$ cat config.mk
export PLATFORM = sky130hd
export DESIGN_NAME = id_stage
export DESIGN_NICKNAME = d
export VERILOG_FILES = /design/src/rtl/id_stage.sv
export SDC_FILE = /design/constraint.sdc
export NUM_CORES = 2
export LEC_CHECK = 0
export BUFFER_PORTS_ARGS = -buffer_cell sky130_fd_sc_hd__buf_2
export CORE_MARGIN = 1.5
export CORE_UTILIZATION = 58
export CTS_BUF_LIST = sky130_fd_sc_hd__clkbuf_4
export CTS_CLUSTER_DIAMETER = 120
export DETAILED_ROUTE_END_ITERATION = 12
export PLACE_DENSITY = 0.81
export SYNTH_ARGS = -nofsm -noshare
export SYNTH_HDL_FRONTEND = slang
export SYNTH_SLANG_ARGS = --single-unit
$ cat constraint.sdc
create_clock -name clk -period 2.03 [get_ports clk]
set_clock_uncertainty 0.05 [all_clocks]
set_input_delay 0.1015 -clock clk [delete_from_list [all_inputs] [get_ports clk]]
set_output_delay 0.1015 -clock clk [all_outputs]
set_load 0.02 [all_outputs]
$ cat src/rtl/id_stage.sv
// Decode stage: register file, immediate generation and control decode, captured in the ID/EX register.
// Define ID_WB_BYPASS_EN to forward a same-cycle writeback to the read ports (write-first).
module id_stage (
    input  logic        clk,
    input  logic        rst,
    input  logic [31:0] pc_in,
    input  logic [31:0] instr_in,
    input  logic        stall,
    input  logic        flush,
    input  logic        wb_en,
    input  logic [4:0]  wb_rd,
    input  logic [31:0] wb_data,
    output logic        valid_out,
    output logic [31:0] pc_out,
    output logic [31:0] rs1_data,
    output logic [31:0] rs2_data,
    output logic [31:0] imm,
    output logic [4:0]  rs1,
    output logic [4:0]  rs2,
    output logic [4:0]  rd,
    output logic [2:0]  funct3,
    output logic        funct7b5,
    output logic        reg_write,
    output logic        mem_read,
    output logic        mem_write,
    output logic        branch,
    output logic        jump,
    output logic        alu_src,
    output logic [1:0]  wb_sel,
    output logic [1:0]  alu_op,
    output logic        illegal
);

    typedef enum logic [6:0] {
        OPC_LUI    = 7'b0110111,
        OPC_AUIPC  = 7'b0010111,
        OPC_JAL    = 7'b1101111,
        OPC_JALR   = 7'b1100111,
        OPC_BRANCH = 7'b1100011,
        OPC_LOAD   = 7'b0000011,
        OPC_STORE  = 7'b0100011,
        OPC_OP_IMM = 7'b0010011,
        OPC_OP     = 7'b0110011
    } opcode_e;

    typedef struct packed {
        logic        valid;
        logic [31:0] pc;
        logic [31:0] rs1_data;
        logic [31:0] rs2_data;
        logic [31:0] imm;
        logic [4:0]  rs1;
        logic [4:0]  rs2;
        logic [4:0]  rd;
        logic [2:0]  funct3;
        logic        funct7b5;
        logic        reg_write;
        logic        mem_read;
        logic        mem_write;
        logic        branch;
        logic        jump;
        logic        alu_src;
        logic [1:0]  wb_sel;
        logic [1:0]  alu_op;
        logic        illegal;
    } idex_t;

    logic [31:0] regs [32];
    logic [4:0]  ra1, ra2;
    logic [31:0] rd1_val, rd2_val;
    logic [31:0] imm_i, imm_s, imm_b, imm_u, imm_j;
    idex_t       idex_d, idex_q;

    // NOTE: this array is reset explicitly, which rules out a RAM macro; acceptable for a 32-entry flop file.
    always_ff @(posedge clk) begin
        if (rst) begin
            for (int i = 0; i < 32; i++) regs[i] <= '0;
        end else if (wb_en && wb_rd != 5'd0) begin
            regs[wb_rd] <= wb_data;
        end
    end

    assign ra1 = instr_in[19:15];
    assign ra2 = instr_in[24:20];

`ifdef ID_WB_BYPASS_EN
    assign rd1_val = (ra1 == 5'd0) ? '0 : (wb_en && wb_rd == ra1) ? wb_data : regs[ra1];
    assign rd2_val = (ra2 == 5'd0) ? '0 : (wb_en && wb_rd == ra2) ? wb_data : regs[ra2];
`else
    assign rd1_val = (ra1 == 5'd0) ? '0 : regs[ra1];
    assign rd2_val = (ra2 == 5'd0) ? '0 : regs[ra2];
`endif

    assign imm_i = {{20{instr_in[31]}}, instr_in[31:20]};
    assign imm_s = {{20{instr_in[31]}}, instr_in[31:25], instr_in[11:7]};
    assign imm_b = {{19{instr_in[31]}}, instr_in[31], instr_in[7], instr_in[30:25], instr_in[11:8], 1'b0};
    assign imm_u = {instr_in[31:12], 12'b0};
    assign imm_j = {{11{instr_in[31]}}, instr_in[31], instr_in[19:12], instr_in[20], instr_in[30:21], 1'b0};

    // NOTE: every field gets a default before the case so no path leaves a latch behind.
    always_comb begin
        idex_d          = '0;
        idex_d.valid    = 1'b1;
        idex_d.pc       = pc_in;
        idex_d.rs1_data = rd1_val;
        idex_d.rs2_data = rd2_val;
        idex_d.rs1      = ra1;
        idex_d.rs2      = ra2;
        idex_d.rd       = instr_in[11:7];
        idex_d.funct3   = instr_in[14:12];
        idex_d.funct7b5 = instr_in[30];
        case (opcode_e'(instr_in[6:0]))
            OPC_LUI: begin
                idex_d.imm = imm_u; idex_d.reg_write = 1'b1; idex_d.alu_src = 1'b1; idex_d.alu_op = 2'b11;
            end
            OPC_AUIPC: begin
                idex_d.imm = imm_u; idex_d.reg_write = 1'b1; idex_d.alu_src = 1'b1;
            end
            OPC_JAL: begin
                idex_d.imm = imm_j; idex_d.reg_write = 1'b1; idex_d.jump = 1'b1; idex_d.wb_sel = 2'b10;
            end
            OPC_JALR: begin
                idex_d.imm = imm_i; idex_d.reg_write = 1'b1; idex_d.jump = 1'b1;
                idex_d.alu_src = 1'b1; idex_d.wb_sel = 2'b10;
            end
            OPC_BRANCH: begin
                idex_d.imm = imm_b; idex_d.branch = 1'b1; idex_d.alu_op = 2'b01;
            end
            OPC_LOAD: begin
                idex_d.imm = imm_i; idex_d.reg_write = 1'b1; idex_d.mem_read = 1'b1;
                idex_d.alu_src = 1'b1; idex_d.wb_sel = 2'b01;
            end
            OPC_STORE: begin
                idex_d.imm = imm_s; idex_d.mem_write = 1'b1; idex_d.alu_src = 1'b1;
            end
            OPC_OP_IMM: begin
                idex_d.imm = imm_i; idex_d.reg_write = 1'b1; idex_d.alu_src = 1'b1; idex_d.alu_op = 2'b10;
            end
            OPC_OP: begin
                idex_d.reg_write = 1'b1; idex_d.alu_op = 2'b10;
            end
            default: idex_d.illegal = 1'b1;
        endcase
    end

    // Reset and flush both leave an all-zero bubble; stall simply withholds the enable.
    always_ff @(posedge clk) begin
        if (rst || flush) begin
            idex_q <= '0;
        end else if (!stall) begin
            idex_q <= idex_d;
        end
    end

    assign valid_out = idex_q.valid;
    assign pc_out    = idex_q.pc;
    assign rs1_data  = idex_q.rs1_data;
    assign rs2_data  = idex_q.rs2_data;
    assign imm       = idex_q.imm;
    assign rs1       = idex_q.rs1;
    assign rs2       = idex_q.rs2;
    assign rd        = idex_q.rd;
    assign funct3    = idex_q.funct3;
    assign funct7b5  = idex_q.funct7b5;
    assign reg_write = idex_q.reg_write;
    assign mem_read  = idex_q.mem_read;
    assign mem_write = idex_q.mem_write;
    assign branch    = idex_q.branch;
    assign jump      = idex_q.jump;
    assign alu_src   = idex_q.alu_src;
    assign wb_sel    = idex_q.wb_sel;
    assign alu_op    = idex_q.alu_op;
    assign illegal   = idex_q.illegal;

endmodule
After elaboration in Yosys (flattened, before gate mapping)
Memories as Yosys holds them, arrays and structs flattened.
Index checks and enable logic that the tools add are counted.
- reduce and logical (&&, ||, !) cells: 13
- equal/unequal tests: 9
- muxes and demuxes: 20
- operators by type and width (kind ; number):
    $pmux W32 S5 ; 1
    $mux W32 ; 3
    $reduce_or A32 Y1 ; 1
    $eq A7 B6 Y1 const B ; 3
    $eq A7 B7 Y1 const B ; 3
    $eq A7 B5 Y1 const B ; 2
    $mux W1 ; 13
    $logic_not A5 Y1 ; 2
    $reduce_or A9 Y1 ; 1
    $eq A7 B2 Y1 const B ; 1
    $reduce_or A7 Y1 ; 1
    $pmux W2 S3 ; 1
    $reduce_or A2 Y1 ; 3
    $reduce_or A6 Y1 ; 1
    $mux W5 ; 1
    $reduce_bool A5 Y1 ; 1
    $pmux W2 S2 ; 1
    $reduce_or A3 Y1 ; 1
    $logic_and A1 B1 Y1 ; 1
    $logic_or A1 B1 Y1 ; 1
- bits in writable memories: 1024
- input bits: 106
- output and inout port bits: 159
- memories: 1
- bits in registers: 159
- memories (memory ; words ; width ; rd ports ; clocked after Yosys merged registers in ; write ports ; line ; RTL):
    regs ; 32 ; 32 ; 2 ; 0 ; 32 ; 68 ; logic [31:0] regs [32];

Logic depth before layout (Yosys ltp)
- depth after elaboration: 7
- mapped depth: 9
- mapped depth without buffers: 5

Worst setup path before layout
OpenSTA, ideal clock, no wires.
- path type: in2reg
- from: in wb_en
- to: mem regs[13][0], enable pin
- path slack: 0.135 ns
- data arrival time: 1.470 ns
- buffers on the path: 0
- setup time: 0.375 ns
- data required time: 1.605 ns
- cell stages on the path: 4
- cell sequence: nor2b_1 > nand4b_1 > nor3b_1 > or2_2
- RTL lines (element ; line ; RTL):
    start, declared ; 10 ; input logic wb_en,
    end, declared ; 68 ;

Final worst setup path
- from: in instr_in[3]
- to: reg idex_q (netlist bit imm[13])
- longest elaborated chain between the ends: 3
- RTL lines (element ; line ; RTL):
    start, declared ; 7 ; input logic [31:0] instr_in,
    $eq A7 B5 Y1 (tied with other cells) ; 112 ; case (opcode_e'(instr_in[6:0]))
    $reduce_or A3 Y1 (no source line) or $reduce_or A2 Y1 (tied branches) ; - ;
    $pmux W32 S5 (*) ; 112 ;
    end signal, assigned ; 151 ; idex_q <= idex_d;
    end, declared ; 72 ; idex_t idex_d, idex_q;
Every way passes the cells marked *; elsewhere a longest branch is shown, timed or not.
A chain may end at the register's enable or synchronous reset.

==> reports/results.txt <==
final core utilization: 71.3%
asr flop ratio synth: 0%
final setup TNS: -1.56 ns
Worst R2R Start: pc_out[0]$_SDFFE_PP0N_
DR WL/cell: 32.9 um
global routing's busiest layer: met2
drc violations: 2
CP dominant cell by count: dlygate4sd3_1
total gr overflow: 0
Core Rows: 117
slew margin rel.: 20.6%
H-tree depth: 5
Slowest-stage cell, CP: dlygate4sd3_1
CTS Sinks: 1183
die footprint: 0.106 sq mm
register area share after synthesis: 56.5%
CP Capture Type: flip-flop
Worst Tran Pin Value: 1.19 ns
top cells by area, synth: edfxtp_1 51%, mux4_2 14%, and2_1 10%, mux2i_1 6.9%, dfxtp_1 5.3%
Critical path origin: instr_in[3]
worst-skew pair later-pin latency: 1.26 ns
register clock-pin slew on the reported worst setup and hold paths: 0.09 ns
met1 usage: 48.3%
via count: 46479
Hold Vio Cnt, Final: 0
Total Routing Usage GR: 40.0%
Req. time, crit path: 3.04 ns
Critical Path, Cell by Cell: dlygate4sd3_1 > buf_2 > nand3b_1 > buf_4 > nor2_4 > a21o_1 > dlymetal6s2s_1 > a21oi_1 > dlygate4sd3_1 > o21ai_0
Peak VDD IR: 0.000551 V
largest net degree at the start of global routing: 75
Synth top cells by count: 1024 x edfxtp_1, 995 x and2_1, 412 x mux2i_1
Via density: 6.96
die height: 325 um
number of port buffers: 264
Slew Viols, Final: 0
failing checks: design-rule violations, negative setup slack
TritonCTS clock tree: built
ANT nets after route: 0
number of global-route vias before repair: 46416
first-pass GRT wire length: 306000 um
Post-Syn Area: 0.0601 sq mm
clk root buf: clkbuf_4
initial antenna violation count: 27
Post-synth EDFFs: 1024
Post-synth top flop: edfxtp_1
CTS buffer count: 319
setup violators final: 29
Synth Register Bits: 1183
cells after synthesis: 4219
leakage power: 27.9 nW
Filler Cell Count: 6138
most common cell in the synthesized netlist: edfxtp_1
final setup margin: -0.179 ns
status: complete, but fails checks
HP Class: in2reg
initial core utilization: 58.7%
area leader, netlist: edfxtp_1
met3 GRT Util: 15.3%
Die Wd: 325 um
IO Pins: 265
final period utilization: 109%
Core Area: 0.102 sq mm
Arr. time, crit path: 3.21 ns
router iterations before antenna repair: 12
hold path start: instr_in[31]
Worst path max stage delay: 0.57 ns
Max Cap Viol: 0
Power Dens Cells: 785 mW/mm^2
YS warnings: 0
Syn Area/Cell: 14.2 sq um
area grow syn2layout: 21.5%
Startpoint Class: input pin
Starting DRT DRC Count: 7596
FMAX: 453 MHz
nets: 5164
Total Wirelength: 220000 um
critical path fanouts, max: 6
Setup Crit Path Kind: in2reg
share of layout cells above drive strength 1: 30.5%
Min Clock Period, post-route: 2.21 ns
Yosys top cell area share: 51.2%
GP Congestion: 0.925
Clock Path Buffers: 4
Synth cell types: 56
M2 GR Usage: 60.1%
detailed placer's ending HPWL: 126000 um
==> worst max-delay path, delay by kind of cell <==
kind / cells / cell delay, ns
simple gates: 2 / 0.54
buf+inv: 5 / 1.88
compound gates: 3 / 0.68
==> report_power, final <==
group,switching (mW),internal [mW]
logic,3.96,3.20
clock network,10.5,11.1
registers,0.832,27.7
==> flip-flops by register name, summed over array words and instances, names as in the netlist <==
signal and count:
alu_src 1, reg_write 1, branch 1, imm 32, jump 1, valid_out 1, regs 1024, rs1_data 32
mem_read 1, rs2_data 32, alu_op 2, rs2 5, funct7b5 1, rd 5, pc_out 32, mem_write 1
rs1 5, funct3 3, wb_sel 2, illegal 1
==> timing repair <==
item                       4_1_cts  5_1_grt
cloned                           0        2
setup buffers                    0        7
hold buffers                   320        8
setup endpoints to repair       25      113
hold endpoints to repair      1759       83
resized for setup               36       55
pin swaps                        0        3
==> cell type report <==
type | instances | area [sq um] | area share [%]
Timing Repair Buffer | 921 | 8730 | 12.0
Multi-Input combinational cell | 2617 | 24500 | 33.5
Clock buffer | 479 | 3600 | 4.93
Clock inverter | 78 | 407 | 0.557
Antenna cell | 17 | 42.5 | 0.0583
Sequential cell | 1183 | 34000 | 46.5
Inverter | 16 | 60.1 | 0.0823
Tap cell | 1368 | 1710 | 2.34
==> final timing paths <==
path	cells after the start	slack (ns)	endpoint
max	10	-0.18	imm[13]$_SDFFE_PP0N_
min	4	0.05	imm[23]$_SDFFE_PP0N_
max reg2reg	4	-0.10	pc_out[0]$_SDFFE_PP0N_
min reg2reg	2	0.44	valid_out$_SDFFE_PP0N_
==> layer usage <==
layer | vias to the layer above | wire length (um) | share of wire [%]
met4 | 22 | 17700 | 8.0
met1 | 22306 | 69200 | 31
met3 | 1353 | 36900 | 17
met5 | - | 238 | 0.11
li1 | 17879 | - | -
met2 | 4919 | 95800 | 44
==> per-stage QoR <==
stage | area, sq um | hold slack [ns] | setup WS, ns | power, mW | cells
detailed placement | 65500 | 0.292 | -0.456 | 35.2 | 5781
CTS | 72700 | 0.00133 | 0.000697 | 56.4 | 6658
floorplan | 60200 | 0.195 | 0.135 | 32.4 | 4250
global placement | 65500 | 0.280 | -0.447 | 34.9 | 5781
finish | 73000 | 0.0521 | -0.179 | 57.3 | 6679
global route | 73000 | 0.00157 | -0.107 | 58.7 | 6670
==> cells in the final DEF, fill, tap and decap left out, drive strengths merged, types with 11 or more instances in the layout <==
cell / synthesis / layout
clkinv: 0 / 69
inv: 16 / 19
a211oi: 22 / 22
dfxtp: 159 / 159
a221oi: 11 / 11
mux4: 384 / 384
dlygate4sd3: 0 / 304
a211o: 64 / 64
clkbuf: 260 / 488
and2: 995 / 995
buf: 174 / 597
o21ai: 17 / 17
a22oi: 203 / 203
diode: 0 / 17
edfxtp: 1024 / 1024
nor2b: 30 / 30
mux2i: 412 / 412
nand2: 131 / 131
or2: 33 / 33
o2111ai: 64 / 64
nor2: 95 / 95
a21oi: 67 / 67
conb: 1 / 32
==> logic make-up (layout without fill, tap and decap cells) <==
group,Yosys count,count (layout),share of synthesized area [%]
simple gates,1332,1332,13.0
mux,796,796,21.3
buf+inv,450,1494,3.52
flops,1183,1183,56.5
other cells,1,49,0.00624
compound gates,457,457,5.69
Power figures use the tool's default switching activity.
